## src/rtl/doodle_fall_pkg.sv

```systemverilog
// Shared definitions for the platform spawn logic.
//   HPOS_W   : width of a horizontal position
//   HBP      : lowest legal hpos (horizontal back porch offset)
//   RANGE    : number of legal hpos values starting at HBP
//   HPOS_MAX : highest legal hpos
//   state_t  : scheduler FSM states
//   abs_diff : unsigned |a-b| with one extra bit so it never wraps
package doodle_fall_pkg;

    localparam int HPOS_W   = 10;
    localparam int HBP      = 325;
    localparam int RANGE    = 225;
    localparam int HPOS_MAX = HBP + RANGE - 1;

    typedef enum logic [1:0] {
        ST_IDLE  = 2'd0,
        ST_CHECK = 2'd1,
        ST_GAP   = 2'd2
    } state_t;

    function automatic logic [HPOS_W:0] abs_diff(input logic [HPOS_W-1:0] a,
                                                 input logic [HPOS_W-1:0] b);
        logic [HPOS_W:0] ea;
        logic [HPOS_W:0] eb;
        ea = {1'b0, a};
        eb = {1'b0, b};
        return (ea >= eb) ? (ea - eb) : (eb - ea);
    endfunction

endpackage

```

## src/rtl/rr_arbiter.sv

```systemverilog
// Combinational round-robin selector.
//   req : request vector, one bit per slot
//   ptr : slot with highest priority this round
//   gnt : one-hot winner (all zero when req is zero)
//   idx : index of the winner (0 when req is zero)
module rr_arbiter #(
    parameter int N     = 4,
    parameter int IDX_W = 2
) (
    input  logic [N-1:0]     req,
    input  logic [IDX_W-1:0] ptr,
    output logic [N-1:0]     gnt,
    output logic [IDX_W-1:0] idx
);

    logic found;
    int   k;

    // Scan slots in priority order ptr, ptr+1, ... wrapping; first hit wins.
    always_comb begin
        idx   = '0;
        found = 1'b0;
        k     = 0;
        for (int i = 0; i < N; i++) begin
            k = int'(ptr) + i;
            if (k >= N) begin
                k = k - N;
            end
            if (!found && req[k]) begin
                found = 1'b1;
                idx   = IDX_W'(k);
            end
        end
    end

    generate
        for (genvar gi = 0; gi < N; gi++) begin : g_onehot
            assign gnt[gi] = found && (idx == IDX_W'(gi));
        end
    endgenerate

endmodule

```

## src/rtl/platform_spawn_scheduler.sv

```systemverilog
// Shares one random horizontal-position source among N_SLOTS platform slots.
// Requests are served round-robin; a candidate is rejected when it is out of
// the legal window or closer than MIN_SEP to the last granted position. After
// MAX_RETRY rejections a deterministic fallback position is forced. Each grant
// is followed by GAP_CYCLES idle cycles so the next service sees fresh data.
//   clk        : system clock
//   rst        : asynchronous, active-high reset
//   rand_hpos  : current generator output
//   req        : level request per slot, held until granted
//   grant      : one-hot, single-cycle grant pulse
//   grant_hpos : position for the granted slot (holds between grants)
//   busy       : high whenever a service is in progress
module platform_spawn_scheduler
    import doodle_fall_pkg::*;
#(
    parameter int N_SLOTS    = 4,
    parameter int MIN_SEP    = 40,
    parameter int GAP_CYCLES = 3,
    parameter int MAX_RETRY  = 7
) (
    input  logic              clk,
    input  logic              rst,
    input  logic [HPOS_W-1:0] rand_hpos,
    input  logic [N_SLOTS-1:0] req,
    output logic [N_SLOTS-1:0] grant,
    output logic [HPOS_W-1:0] grant_hpos,
    output logic              busy
);

    localparam int IDX_W = (N_SLOTS > 1) ? $clog2(N_SLOTS) : 1;
    localparam int RET_W = (MAX_RETRY > 0) ? $clog2(MAX_RETRY + 1) : 1;
    localparam int GAP_W = $clog2(GAP_CYCLES + 1);

    localparam logic [HPOS_W-1:0] HBP_V     = HPOS_W'(HBP);
    localparam logic [HPOS_W-1:0] HMAX_V    = HPOS_W'(HPOS_MAX);
    localparam logic [HPOS_W-1:0] MID_V     = HPOS_W'(HBP + RANGE / 2);
    localparam logic [HPOS_W:0]   SEP_WIDE  = (HPOS_W + 1)'(MIN_SEP);
    localparam logic [HPOS_W:0]   HMAX_WIDE = (HPOS_W + 1)'(HPOS_MAX);

    state_t             state_reg, state_next;
    logic [IDX_W-1:0]   slot_reg, slot_next;
    logic [N_SLOTS-1:0] slot_oh_reg, slot_oh_next;
    logic [IDX_W-1:0]   rr_ptr_reg, rr_ptr_next;
    logic [RET_W-1:0]   retry_reg, retry_next;
    logic [GAP_W-1:0]   gap_cnt_reg, gap_cnt_next;
    logic [HPOS_W-1:0]  last_hpos_reg, last_hpos_next;
    logic [N_SLOTS-1:0] grant_reg, grant_next;
    logic [HPOS_W-1:0]  grant_hpos_reg, grant_hpos_next;

    logic [N_SLOTS-1:0] arb_gnt;
    logic [IDX_W-1:0]   arb_idx;

    logic               in_range;
    logic               accept;
    logic [HPOS_W:0]    fb_up;
    logic [HPOS_W-1:0]  fallback;
    logic [HPOS_W-1:0]  cand;

    rr_arbiter #(
        .N     (N_SLOTS),
        .IDX_W (IDX_W)
    ) u_arb (
        .req (req),
        .ptr (rr_ptr_reg),
        .gnt (arb_gnt),
        .idx (arb_idx)
    );

    assign in_range = (rand_hpos >= HBP_V) && (rand_hpos <= HMAX_V);
    assign accept   = in_range && (abs_diff(rand_hpos, last_hpos_reg) >= SEP_WIDE);

    // Fallback steps MIN_SEP away from the last position, upward when it fits.
    assign fb_up    = {1'b0, last_hpos_reg} + SEP_WIDE;
    assign fallback = (fb_up <= HMAX_WIDE) ? fb_up[HPOS_W-1:0]
                                           : last_hpos_reg - HPOS_W'(MIN_SEP);
    assign cand     = accept ? rand_hpos : fallback;

    always_ff @(posedge clk or posedge rst) begin
        if (rst) begin
            state_reg      <= ST_IDLE;
            slot_reg       <= '0;
            slot_oh_reg    <= '0;
            rr_ptr_reg     <= '0;
            retry_reg      <= '0;
            gap_cnt_reg    <= '0;
            last_hpos_reg  <= MID_V;
            grant_reg      <= '0;
            grant_hpos_reg <= HBP_V;
        end else begin
            state_reg      <= state_next;
            slot_reg       <= slot_next;
            slot_oh_reg    <= slot_oh_next;
            rr_ptr_reg     <= rr_ptr_next;
            retry_reg      <= retry_next;
            gap_cnt_reg    <= gap_cnt_next;
            last_hpos_reg  <= last_hpos_next;
            grant_reg      <= grant_next;
            grant_hpos_reg <= grant_hpos_next;
        end
    end

    always_comb begin
        state_next      = state_reg;
        slot_next       = slot_reg;
        slot_oh_next    = slot_oh_reg;
        rr_ptr_next     = rr_ptr_reg;
        retry_next      = retry_reg;
        gap_cnt_next    = gap_cnt_reg;
        last_hpos_next  = last_hpos_reg;
        grant_next      = '0;   // grant is a single-cycle pulse
        grant_hpos_next = grant_hpos_reg;

        case (state_reg)
            ST_IDLE: begin
                // The winner is committed here; later req changes do not matter.
                if (|req) begin
                    slot_next    = arb_idx;
                    slot_oh_next = arb_gnt;
                    retry_next   = '0;
                    state_next   = ST_CHECK;
                end
            end
            ST_CHECK: begin
                if (accept || (retry_reg == RET_W'(MAX_RETRY))) begin
                    grant_next      = slot_oh_reg;
                    grant_hpos_next = cand;
                    last_hpos_next  = cand;
                    rr_ptr_next     = (slot_reg == IDX_W'(N_SLOTS - 1)) ? '0
                                                                        : slot_reg + 1'b1;
                    gap_cnt_next    = GAP_W'(GAP_CYCLES - 1);
                    state_next      = ST_GAP;
                end else begin
                    retry_next = retry_reg + 1'b1;
                end
            end
            ST_GAP: begin
                if (gap_cnt_reg == '0) begin
                    state_next = ST_IDLE;
                end else begin
                    gap_cnt_next = gap_cnt_reg - 1'b1;
                end
            end
            default: begin
                state_next = ST_IDLE;
            end
        endcase
    end

    assign grant      = grant_reg;
    assign grant_hpos = grant_hpos_reg;
    assign busy       = (state_reg != ST_IDLE);

endmodule

```

## config.mk

```make
export PLATFORM = sky130hd
export DESIGN_NAME = platform_spawn_scheduler
export DESIGN_NICKNAME = d
export VERILOG_FILES = /design/src/rtl/doodle_fall_pkg.sv /design/src/rtl/rr_arbiter.sv /design/src/rtl/platform_spawn_scheduler.sv
export SDC_FILE = /design/constraint.sdc
export NUM_CORES = 1
export LEC_CHECK = 0
export CAP_MARGIN = 20
export CORE_MARGIN = 8
export CORE_UTILIZATION = 58
export CTS_CLUSTER_SIZE = 30
export DETAILED_ROUTE_END_ITERATION = 8
export PLACE_DENSITY = 0.83
export SLEW_MARGIN = 5
export SYNTH_ARGS = -nofsm -noshare
export SYNTH_HDL_FRONTEND = slang
export SYNTH_SLANG_ARGS = --single-unit
export TNS_END_PERCENT = 30
```

## constraint.sdc

```tcl
create_clock -name clk -period 3.2 [get_ports clk]
set_input_delay 0.64 -clock clk [delete_from_list [all_inputs] [get_ports clk]]
set_output_delay 0.64 -clock clk [all_outputs]
set_load 0.03 [all_outputs]
```

# Word-level counts from Yosys, hierarchy flattened
# Cells that the tools add are included.
[classes]
addsub = 14
n_mul = 0
div = 0
order_cmp = 13
eq_ne = 12
n_shift = 0
muxes = 39
n_bitwise = 0
reduce_logical = 25
[op_table]
columns = ["op", "count"]
rows = [
  ["less-than comparator 32 x 4 -> 1 bit, second input constant", 4],
  ["two-way mux 32 bit", 4],
  [">= comparator 32 x 4 -> 1 bit, second input constant", 3],
  ["subtractor 32 x 4 -> 32 bit, second input constant", 3],
  ["subtractor 10 x 10 -> 11 bit", 2],
  ["two-way mux 10 bit", 2],
  ["two-way mux 2 bit", 9],
  ["two-way mux 1 bit", 12],
  ["adder 10 x 6 -> 11 bit, second input constant", 1],
  [">= comparator 11 x 6 -> 1 bit, second input constant", 1],
  ["<= comparator 11 x 10 -> 1 bit, second input constant", 1],
  ["two-way mux 11 bit", 1],
  [">= comparator 10 bit", 1],
  [">= comparator 10 x 9 -> 1 bit, second input constant", 1],
  ["<= comparator 10 bit, second input constant", 1],
  ["!= test 2 bit, second input constant", 5],
  ["subtractor 10 x 6 -> 10 bit, second input constant", 1],
  ["logical AND 1 bit", 9],
  ["AND reduction 3 bit", 3],
  ["binary-select mux 1 bit (select 2 bit)", 4],
  ["equality test 2 bit, second input constant", 4],
  ["two-way mux 4 bit", 2],
  ["adder 2 x 2 -> 3 bit, second input constant", 2],
  ["logical NOT 2 bit", 3],
  ["other kinds (17)", 24],
]
[totals]
regBits = 39
latchBits = 0
ram_bits = 0
romBits = 0
in_bits = 16
output_inout_bits = 15
mem_count = 0

# Logic depth before layout (Yosys ltp)
# Gate-level depths: netlist (run 1).
[logic_depth]
word_depth = 17
ltp_mapped = 12
depth_no_buf = 10

# Cells and area by module
# From an unflattened synthesis (run 1), not the netlist that was laid out.
[hier_totals]
hier_cells = 349
hier_area_um2 = 3000.4
[modules_own_cells]
columns = ["module", "n_inst", "cells_each", "area_per_inst_um2", "seq_area_each_um2"]
rows = [
  ["platform_spawn_scheduler", 1, 318, 2802.7, 834.6],
  ["rr_arbiter", 1, 31, 197.7, 0.0],
]

# Worst setup path after synthesis (run 1)
# OpenSTA, ideal clock, no wires.
[synth_timing]
kind = "reg2reg"
startpoint = "register last_hpos_reg[5]"
endpoint = "register grant_reg[0] (netlist: grant[0])"
arrival_ns = 2.868
t_required_ns = 3.081
slack_ns = 0.213
stages_incl_launch_ff = 12
path_buffers = 2
synth_period_minus_slack_ns = 2.987
cell_sequence = "dfstp_2 clkbuf_1 inv_1 ha_1 or4_1 o32a_1 a21oi_1 a22oi_1 and2_1 o31a_1 buf_2 and2_1"
[synth_between]
elab_chain_cells = 7
elab_cells_between_ends = 9
cone_classes = "add/sub (2); order compare (2); mux (3); reduce/logical (2)"
[synth_lines]
columns = ["element", "line_no", "source"]
rows = [
  ["start, declared", "platform_spawn_scheduler.sv:46", "logic [HPOS_W-1:0] last_hpos_reg, last_hpos_next;"],
  ["start signal, assigned", "platform_spawn_scheduler.sv:96", "last_hpos_reg <= last_hpos_next;"],
  ["subtractor 10 x 10 -> 11 bit or >= comparator 10 bit (tied branches)", "doodle_fall_pkg.sv:27", "return (ea >= eb) ? (ea - eb) : (eb - ea);"],
  ["two-way mux 11 bit *", "doodle_fall_pkg.sv:27", ""],
  [">= comparator 11 x 6 -> 1 bit *", "platform_spawn_scheduler.sv:70", "assign accept = in_range && (abs_diff(rand_hpos, last_hpos_reg) >= SEP_WIDE);"],
  ["logical AND 1 bit *", "platform_spawn_scheduler.sv:70", ""],
  ["logical OR 1 bit *", "platform_spawn_scheduler.sv:124", "if (accept || (retry_reg == RET_W'(MAX_RETRY))) begin"],
  ["two-way mux 4 bit *", "platform_spawn_scheduler.sv:124", ""],
  ["two-way mux 4 bit *", "platform_spawn_scheduler.sv:113", "case (state_reg)"],
  ["named net grant_next[0]", "platform_spawn_scheduler.sv:47", "logic [N_SLOTS-1:0] grant_reg, grant_next;"],
  ["end signal, assigned", "platform_spawn_scheduler.sv:97", "grant_reg <= grant_next;"],
  ["end, declared", "platform_spawn_scheduler.sv:47", ""],
]
# Mark *: on every way through the listed nets, which the timed path passes. The rest lies on a longest branch.
# A chain may end at the register's enable or synchronous reset.

# Worst setup path in the final report (run 1)
[layout_timing]
startpoint = "input port rand_hpos[8]"
endpoint = "register rr_ptr_reg[0]"
[layout_between]
elab_chain_cells = 6
elab_cells_between_ends = 11
cone_classes = "add/sub (2); order compare (4); mux (1); reduce/logical (4)"
[layout_lines]
columns = ["element", "line_no", "source"]
rows = [
  ["start, declared", "platform_spawn_scheduler.sv:23", "input logic [HPOS_W-1:0] rand_hpos,"],
  ["subtractor 10 x 10 -> 11 bit or >= comparator 10 bit (tied branches)", "doodle_fall_pkg.sv:27", ""],
  ["two-way mux 11 bit", "doodle_fall_pkg.sv:27", ""],
  [">= comparator 11 x 6 -> 1 bit", "platform_spawn_scheduler.sv:70", ""],
  ["logical AND 1 bit *", "platform_spawn_scheduler.sv:70", ""],
  ["logical OR 1 bit *", "platform_spawn_scheduler.sv:124", ""],
  ["AND reduction 2 bit (no line) *", "-", ""],
  ["end signal, assigned", "platform_spawn_scheduler.sv:93", "rr_ptr_reg <= rr_ptr_next;"],
  ["end, declared", "platform_spawn_scheduler.sv:43", "logic [IDX_W-1:0] rr_ptr_reg, rr_ptr_next;"],
]
# Mark *: on every way between the ends. The rest lies on a longest branch, timed or not.

==> impl_metrics.json, run 1 <==
{
  "status": "finished clean",
  "rows": 26,
  "crit-reg2reg-launch": "last_hpos_reg[3]",
  "r2r_cells": 11,
  "largest_reg_flops": 10,
  "vias": 3398,
  "p_sw_share_pct": 48.1,
  "root_buffer": "clkbuf_8",
  "drt_iter0_markers": 305,
  "synth-edff-count": 0,
  "fp.dieW_um": 88.1,
  "fin_skew_ns": 0.00533,
  "grtUsageMet1_pct": 32.3,
  "path_cells": "clkdlybuf4s50_1 -> inv_1 -> ha_2 -> nand3_1 -> o31ai_2 -> a21oi_2 -> o21a_1 -> a22oi_2 -> and2_1 -> o31a_1 -> mux2_4",
  "ys_types": 73,
  "maxSlewViolCount": 0,
  "hold_violations": 0,
  "clock_power_share_pct": 8.5,
  "drive_gt1_share_pct": 34.1,
  "num_io_pins": 31,
  "nNetsFinal": 487,
  "cpPeakStageDelay_ns": 0.48,
  "pwr-share-seq_pct": 18.1,
  "detail_route.first_pass.iterations": 6,
  "grt_busiest_layer": "met2",
  "grt_pass1_wl_um": 16300,
  "total_leakage_power_nw": 1.98,
  "drv_cap": 0,
  "wl_per_cell_um": 20.3,
  "finalCritPeriodShare_pct": 99.6,
  "dp_hpwl_um": 7210,
  "grt_use_met3_pct": 5.44,
  "power_density_nw_per_um2": 1130,
  "path_clk_slew_ns": 0.06,
  "worstPathArrival_ns": 3.35,
  "min_from": "slot_oh_reg[0]",
  "power.internal_w": 0.00251,
  "ys.flop_type": "dfrtp_1",
  "track_usage_pct": 26.7,
  "dieHeight_um": 88.1,
  "antenna_found_initial": 0,
  "die_area_um2": 7760,
  "netSwitchingPower_w": 0.00233,
  "vdd_ir_drop_max_uv": 664,
  "clk_latency_ns": 0.28,
  "yosysWarningCount": 0,
  "antennaDiodeCount": 0,
  "grt_pass1_vias": 3323,
  "worst_pin_slew_ns": 0.581,
  "vias_per_cell": 6.59,
  "cp_slowest_cell": "clkdlybuf4s50_1",
  "period_needed_ns": 3.19,
  "area.growth.synth_to_final_pct": 42.8,
  "r2r_slack_ns": 0.05,
  "drc": 0,
  "setup_viol": 0,
  "cts_buffer_depth": 2,
  "ys_seq_area_share_pct": 27.7,
  "maxSlewHeadroom_pct": 61.2,
  "fp.coreArea_um2": 5070,
  "antenna_left": 0,
  "place_inst": 501,
  "fmax_ghz": 0.314,
  "routabilityCongestion": 0.968,
  "whs_ns": 0.473,
  "syn_area_per_cell_um2": 8.44,
  "syn_area_um2": 3010,
  "synth_fp_nets": 399,
  "cts_sinks": 33,
  "r2r_end": "grant[2]",
  "grt.met2_usage_pct": 45.6,
  "cts_tree": "done",
  "fill_cells": 277,
  "finalNonFillerCells": 516,
  "grt_max_degree": 34,
  "cp.required_ns": 3.37,
  "async_reset_ff_share_pct": 100,
  "synthCells": 357,
  "start_kind": "input port",
  "final_util_pct": 84.8,
  "cts_buffers": 5,
  "comb_power_share_pct": 73.5,
  "end_kind": "register",
  "holdPathStages": 1,
  "cp_max_fo": 6,
  "ys_seq_elements": 33,
  "initial_core_util_pct": 59.4,
  "hold_end": "grant[0]",
  "wl_um": 10500,
  "cts_hold_buf": 0,
  "grt-ovfl-total": 0,
  "min_path_type": "reg -> reg",
  "worst-setup-path-type": "in -> reg",
  "cts_htree_levels": 2,
  "port_buffers": 30
}
## placed cells by master (no fill, tap or decap), types with 8 or more instances in the layout
cell type,Yosys,layout
buf_4,7,70
inv_1,33,29
dfrtp_1,26,26
nor2_1,27,25
nand2_1,26,25
clkdlybuf4s50_1,0,22
ha_1,26,13
o21ai_0,12,10
a21oi_2,0,8
nand3_1,8,8
a21oi_1,16,8
o211ai_1,8,8
## power groups by stage
stage / registers, W / logic, W / clock network (W)
floorplan: 0.000820 / 0.00186 / 0
global placement: 0.000829 / 0.00280 / 0
detailed placement: 0.000842 / 0.00289 / 0
CTS: 0.000857 / 0.00327 / 0.000409
global route: 0.000893 / 0.00379 / 0.000431
finish: 0.000877 / 0.00356 / 0.000410
## what timing repair did
| item | CTS | global route |
|---|---|---|
| resized for setup | 51 | 27 |
| buffers inserted | 4 | 3 |
| pin swaps | 15 | 18 |
| endpoints found under the setup margin | 27 | 27 |
## kinds of logic (layout without fill, tap and decap cells)
family,count (synthesis),count (layout),share of synthesized area [%]
compound gates,112,112,28.0
buf+inv,58,147,8.34
fa+ha+maj,26,26,10.8
simple gates,110,110,19.4
mux,10,10,3.45
xor+xnor,8,8,2.32
flops,33,33,27.7
## area by class of cell
type                            count  area, um^2  share of cell area [%]
Multi-Input combinational cell    266        2270                    52.7
Sequential cell                    33         835                    19.4
Clock inverter                      1        30.0                   0.698
Inverter                           35         131                    3.05
Tap cell                           70        87.6                    2.04
Timing Repair Buffer              104         866                    20.1
Clock buffer                        7        86.3                    2.01
## cells in the mapped netlist, types with 4 or more instances
| library cell | instances | area (um^2) |
|---|---|---|
| o21ai_0 | 12 | 60.1 |
| and2_1 | 5 | 31.3 |
| o31ai_1 | 5 | 37.5 |
| o221ai_1 | 6 | 52.6 |
| a211oi_1 | 4 | 30.0 |
| nor2_1 | 27 | 101 |
| buf_2 | 6 | 30.0 |
| dfrtp_1 | 26 | 651 |
| a21oi_1 | 16 | 80.1 |
| a221oi_1 | 6 | 52.6 |
| dfstp_2 | 7 | 184 |
| mux2i_1 | 7 | 70.1 |
| ha_1 | 26 | 325 |
| nor4_1 | 6 | 37.5 |
| o22ai_1 | 4 | 25.0 |
| nand2b_1 | 6 | 37.5 |
| o211ai_1 | 8 | 60.1 |
| nand2_1 | 26 | 97.6 |
| xor2_1 | 5 | 43.8 |
| nand4_1 | 6 | 37.5 |
| nand3_1 | 8 | 40.0 |
| inv_1 | 33 | 124 |
| o21bai_1 | 4 | 30.0 |
| buf_4 | 7 | 52.6 |
| o21a_1 | 5 | 37.5 |
| clkbuf_1 | 10 | 37.5 |
| a21o_1 | 6 | 45.0 |
## critical path, delay by kind of cell
family,cells,cell delay (ns)
AND/OR/NAND/NOR,2,0.31
adder cells (fa/ha/maj),1,0.42
AO/OA/AOI/OAI,5,1.10
buffers and inverters,2,0.55
multiplexers,1,0.34
## through the flow
stage	worst slack (ns)	setup TNS (ns)	area [um^2]	total power [W]
2_1_floorplan	0.213	0	3010	0.00268
6_report	0.0133	0	4300	0.00485
3_3_place_gp	-0.454	-10.37	3780	0.00363
3_5_place_dp	-0.523	-11.86	3780	0.00373
4_1_cts	0.00170	0	4190	0.00454
5_1_grt	-0.0315	-0.102	4300	0.00511
## per-layer routing
| layer | vias to the layer above | part of all wire (%) |
|---|---|---|
| met5 | - | 0 |
| met1 | 1644 | 40 |
| met2 | 209 | 49 |
| met3 | 50 | 8.1 |
| met4 | 0 | 3.5 |
| li1 | 1495 | - |
## worst max-delay path by stage
stage | slack, ns | startpoint | endpoint
floorplan | 0.21 | last_hpos_reg[5] | grant[0]
global placement | -0.45 | rand_hpos[4] | grant_hpos[4]
detailed placement | -0.52 | rand_hpos[7] | retry_reg[2]
CTS | 0.002 | rand_hpos[1] | grant_hpos[4]
global route | -0.03 | rand_hpos[8] | rr_ptr_reg[1]
finish | 0.01 | rand_hpos[8] | rr_ptr_reg[0]
No activity file was read; power rests on OpenSTA's default activity.
==> run 2: changes to the inputs <==
--- a/config.mk
+++ b/config.mk
@@ -6,7 +6,7 @@
 export NUM_CORES = 1
 export LEC_CHECK = 0
 export CAP_MARGIN = 20
-export CORE_MARGIN = 8
+export CORE_MARGIN = 2
 export CORE_UTILIZATION = 58
 export CTS_CLUSTER_SIZE = 30
 export DETAILED_ROUTE_END_ITERATION = 8
==> run 2 against run 1 <==
Critical path type unchanged. Maximum frequency is essentially flat. Count of clock-buffer cells in the layout is the same. Largest cell class unchanged. Sequential power is essentially flat. Via count grew 6.3%.
==> impl_metrics.json, run 2 (synthesis gave the netlist of run 1 again) <==
{
  "status": "finished clean",
  "grt_pass1_vias": 3350,
  "clk_latency_ns": 0.30,
  "layout_commonest_cell": "buf_4",
  "largest_reg_flops": 10,
  "cts_htree_levels": 2,
  "die_area_um2": 5790,
  "cp_slowest_cell": "clkdlybuf4s50_1",
  "cp_max_fo": 6,
  "place_inst": 508,
  "vias": 3611,
  "worst_pin_slew_ns": 0.622,
  "num_io_pins": 31,
  "fp.coreArea_um2": 5070,
  "finalCritPeriodShare_pct": 99.7,
  "routabilityCongestion": 1.00,
  "path_clk_slew_ns": 0.07,
  "cts_buffer_depth": 2,
  "track_usage_pct": 36.0,
  "root_buffer": "clkbuf_8",
  "maxSlewHeadroom_pct": 58.4,
  "power.total_w": 0.00520,
  "drv_cap": 0,
  "cts_buffers": 5,
  "detail_route.first_pass.iterations": 6,
  "dieHeight_um": 76.1,
  "area.growth.synth_to_final_pct": 47.7,
  "end_kind": "register",
  "grt_max_degree": 34,
  "hold_violations": 0,
  "cp.required_ns": 3.38,
  "drc": 0,
  "antenna_left": 0,
  "grt_pass1_wl_um": 16400,
  "min_path_type": "reg -> reg",
  "period_needed_ns": 3.19,
  "fill_cells": 235,
  "crit_path_frequent_cell": "o31a_1",
  "wl_um": 12200,
  "vdd_ir_drop_max_uv": 797,
  "path_cells": "clkdlybuf4s50_1 -> inv_1 -> ha_4 -> nand2_2 -> nor2_1 -> a21oi_1 -> o31ai_2 -> o32ai_2 -> o31a_1 -> o31a_1 -> mux2_4",
  "mostFrequentLayoutCells": "buf_4, dfrtp_1, nor2_1, inv_1, nand2_1",
  "fin_skew_ns": 0.00380,
  "rows": 26,
  "initial_core_util_pct": 59.4,
  "port_buffers": 30,
  "fmax_ghz": 0.313,
  "worstPathArrival_ns": 3.37,
  "cts_sinks": 33,
  "drive_gt1_share_pct": 36.2,
  "antenna_found_initial": 0,
  "cts_tree": "done",
  "wl_per_cell_um": 23.1,
  "nNetsFinal": 497,
  "worst-setup-path-type": "in -> reg",
  "total_leakage_power_nw": 2.06,
  "antennaDiodeCount": 0,
  "start_kind": "input port",
  "maxSlewViolCount": 0,
  "finalSetupTns_ns": 0,
  "setup_viol": 0,
  "finalNonFillerCells": 526,
  "vias_per_cell": 6.87,
  "grt-ovfl-total": 0,
  "cpPeakStageDelay_ns": 0.51,
  "drt_iter0_markers": 468,
  "power_density_nw_per_um2": 1170,
  "dp_hpwl_um": 7130,
  "fp.dieW_um": 76.1
}
## run 2: through the flow
step	util (%)	worst slack, ns	area (um^2)	hold slack, ns
3_3_place_gp	75.6	-0.451	3840	0.453
4_1_cts	82.6	-0.00562	4190	0.488
3_5_place_dp	75.6	-0.474	3840	0.479
5_1_grt	87.7	-0.0603	4450	0.523
6_report	87.7	0.0102	4450	0.500
2_1_floorplan	-	0.213	3010	0.435
## run 2: path summary, 6_finish.rpt
kind | from | endpoint | slack, ns | depth (start not counted)
max in group asynchronous | rst | last_hpos_reg[0] | 2.14 | 3
worst max register to register | last_hpos_reg[2] | rr_ptr_reg[1] | 0.06 | 10
worst min-delay path | slot_oh_reg[1] | grant[1] | 0.50 | 1
worst min register to register | slot_oh_reg[1] | grant[1] | 0.50 | 1
min in group asynchronous | rst | last_hpos_reg[6] | 0.72 | 3
worst max-delay path | rand_hpos[9] | rr_ptr_reg[1] | 0.01 | 11
## run 2: final cells by class
cell class,instances,area [um^2],share of cell area (%)
Clock buffer,7,86.3,1.94
Multi-Input combinational cell,266,2320,52.1
Timing Repair Buffer,114,961,21.6
Inverter,35,131,2.95
Sequential cell,33,835,18.8
Clock inverter,1,30.0,0.675
Tap cell,70,87.6,1.97
## run 2: worst max-delay path: cells and delay by family
family,cells,cell delay [ns]
AOI/OAI and AO/OA,5,1.33
adders and majority gates,1,0.28
buffers and inverters,2,0.61
muxes,1,0.34
and+or+nand+nor,2,0.16
## run 2: report_power, final
part	switching, W	internal [W]	total (W)
Sequential	0.000242	0.000634	0.000876
Clock	0.000168	0.000254	0.000422
Combinational	0.00215	0.00175	0.00390
## run 2: layer usage
metal | GRT usage [%] | routed length (um)
met4 | 21.5 | 985
met5 | 0 | 0
met2 | 58.3 | 5390
met3 | 8.06 | 1370
met1 | 44.0 | 4430
## run 2: repair_timing
item | 4_1_cts | 5_1_grt
setup endpoints to repair | 27 | 27
buffers inserted | 2 | 8
gates resized for setup | 36 | 44
pin swaps | 7 | 20
hold buffers | 0 | 0
==> run 3: changes to the inputs <==
--- a/config.mk
+++ b/config.mk
@@ -6,6 +6,7 @@
 export NUM_CORES = 1
 export LEC_CHECK = 0
 export CAP_MARGIN = 20
+export CORE_ASPECT_RATIO = 0.8
 export CORE_MARGIN = 2
 export CORE_UTILIZATION = 58
 export CTS_CLUSTER_SIZE = 30
==> run 3 against run 2 <==
The run now ends with setup timing left. Die area hardly changed. Routed wire length grew 11%. Global-route usage grew 2.9 points. Hold slack lost 0.0098 ns. Sequential share of layout area increased by 0.43 points. Non-clock buffer count shrank 10. Critical path type is now reg -> reg. Highest routed layer unchanged.
==> impl_metrics.json, run 3 (synthesis gave the netlist of run 1 again) <==
{
  "status": "finished with violations",
  "violations": "setup timing",
  "grt_pass1_vias": 3376,
  "r2r_end": "last_hpos_reg[7]",
  "finalCritPeriodShare_pct": 106,
  "track_usage_pct": 38.8,
  "cts_tree": "done",
  "min_path_type": "reg -> reg",
  "total_leakage_power_nw": 1.99,
  "power.internal_w": 0.00253,
  "grt_pass1_wl_um": 17200,
  "holdPathStages": 2,
  "fp.dieW_um": 84.6,
  "die_area_um2": 5790,
  "largest_reg_flops": 10,
  "port_buffers": 30,
  "cts_htree_levels": 2,
  "min_from": "grant_hpos[6]",
  "p_sw_share_pct": 51.5,
  "wl_per_cell_um": 26.4,
  "fin_skew_ns": 0.00192,
  "antennaDiodeCount": 0,
  "layout_commonest_cell": "buf_4",
  "area.growth.synth_to_final_pct": 44.4,
  "hold_violations": 0,
  "maxSlewViolCount": 0,
  "clock_power_share_pct": 6.2,
  "worst_slack_ns": -0.177,
  "antenna_left": 0,
  "pwr-share-seq_pct": 17.3,
  "routabilityCongestion": 1.02,
  "num_io_pins": 31,
  "dieHeight_um": 68.5,
  "vias_per_cell": 7.52,
  "period_needed_ns": 3.38,
  "detail_route.first_pass.iterations": 6,
  "fmax_ghz": 0.296,
  "root_buffer": "clkbuf_8",
  "setup_viol": 21,
  "cts_sinks": 33,
  "r2r_cells": 12,
  "cts_hold_buf": 0,
  "end_kind": "register",
  "drt_iter0_markers": 745,
  "whs_ns": 0.490,
  "grt_max_degree": 34,
  "hold_end": "grant_hpos[6]",
  "final_util_pct": 86.9,
  "r2r_slack_ns": -0.18,
  "dp_hpwl_um": 6900,
  "start_kind": "register",
  "drive_gt1_share_pct": 35.6,
  "crit-reg2reg-launch": "last_hpos_reg[3]",
  "power_density_nw_per_um2": 1200,
  "drv_cap": 0,
  "power.total_w": 0.00521,
  "finalSetupTns_ns": -1.23,
  "wl_um": 13500,
  "comb_power_share_pct": 76.5,
  "vias": 3826,
  "nNetsFinal": 488,
  "initial_core_util_pct": 60.2,
  "vdd_ir_drop_max_uv": 772,
  "antenna_found_initial": 0,
  "clk_latency_ns": 0.30,
  "cp.required_ns": 3.39,
  "maxSlewHeadroom_pct": 50.2,
  "mostFrequentLayoutCells": "buf_4, inv_1, dfrtp_1",
  "cp_max_fo": 10,
  "drc": 0,
  "cts_buffers": 5,
  "pre_cts_ws_ns": -0.526,
  "grt-ovfl-total": 0,
  "cts_buffer_depth": 2,
  "worstPathArrival_ns": 3.57,
  "worst-setup-path-type": "reg -> reg",
  "worst_pin_slew_ns": 0.746,
  "fp.coreArea_um2": 5010,
  "path_clk_slew_ns": 0.07,
  "rows": 23,
  "netSwitchingPower_w": 0.00268
}
==> run 3: cell types whose count changed in the layout (fill, tap and decap cells not counted), moves of 2 or more <==
cell            delta
inv_2              -2
o31ai_1            -2
clkinv_2           +2
inv_1              +2
buf_4              -9
dlymetal6s2s_1     -2
nor2_4             +2
o21ai_1            +2
o221ai_2           +2
o221ai_4           -2
o21ai_0            -2
==> run 3: per-layer routing <==
metal | part of all wire (%) | track usage, % | vias up
met5 | 0 | 0 | -
met4 | 8.0 | 18.3 | 0
met3 | 14 | 11.1 | 142
met2 | 43 | 61.7 | 444
met1 | 36 | 49.7 | 1745
li1 | - | - | 1495
==> run 3: critical path, stage by stage (launching register included) <==
cell and delay, ns:
dfrtp_1 0.65, inv_1 0.23, ha_1 0.27, a21o_1 0.22
or3_1 0.33, o221ai_1 0.24, a21oi_2 0.11, a22oi_2 0.26
buf_4 0.16, nand3_1 0.11, buf_4 0.19, and3_1 0.20
a221oi_2 0.28
==> run 3: area by class of cell <==
| cell class | count | area, um^2 |
|---|---|---|
| inverters | 35 | 131 |
| well taps | 62 | 77.6 |
| multi-input cells | 267 | 2350 |
| fillers | 212 | 656 |
| flip-flops and latches | 33 | 835 |
| clock inverters | 2 | 10.0 |
| repair buffers | 104 | 876 |
| clock buffers | 6 | 72.6 |
==> run 3: repair_timing <==
action / in CTS / in global routing
setup buffers: 7 / 7
setup endpoints to repair: 27 / 27
resized for setup: 43 / 49
pin swaps: 13 / 28
cloned: 1 / 0
endpoints found under the hold margin: 0 / 0
==> run 3: worst max-delay path by stage <==
stage	from	end	cells past startpoint
floorplan	last_hpos_reg[5]	grant[0]	11
global placement	rand_hpos[4]	rr_ptr_reg[1]	11
detailed placement	rand_hpos[4]	rr_ptr_reg[0]	11
CTS	rand_hpos[3]	rr_ptr_reg[0]	11
global route	last_hpos_reg[3]	last_hpos_reg[7]	12
finish	last_hpos_reg[3]	last_hpos_reg[7]	12
==> run 3: power groups by stage <==
| stage | Combinational, W | Clock (W) | Sequential [W] |
|---|---|---|---|
| floorplan | 0.00186 | 0 | 0.000820 |
| global placement | 0.00275 | 0 | 0.000822 |
| detailed placement | 0.00284 | 0 | 0.000833 |
| CTS | 0.00321 | 0.000312 | 0.000847 |
| global route | 0.00411 | 0.000338 | 0.000905 |
| finish | 0.00399 | 0.000323 | 0.000900 |
==> run 3: metrics by stage <==
stage | area [um^2] | instances
finish | 4350 | 509
global route | 4350 | 509
CTS | 4080 | 502
detailed placement | 3720 | 486
global placement | 3720 | 486
floorplan | 3010 | 357
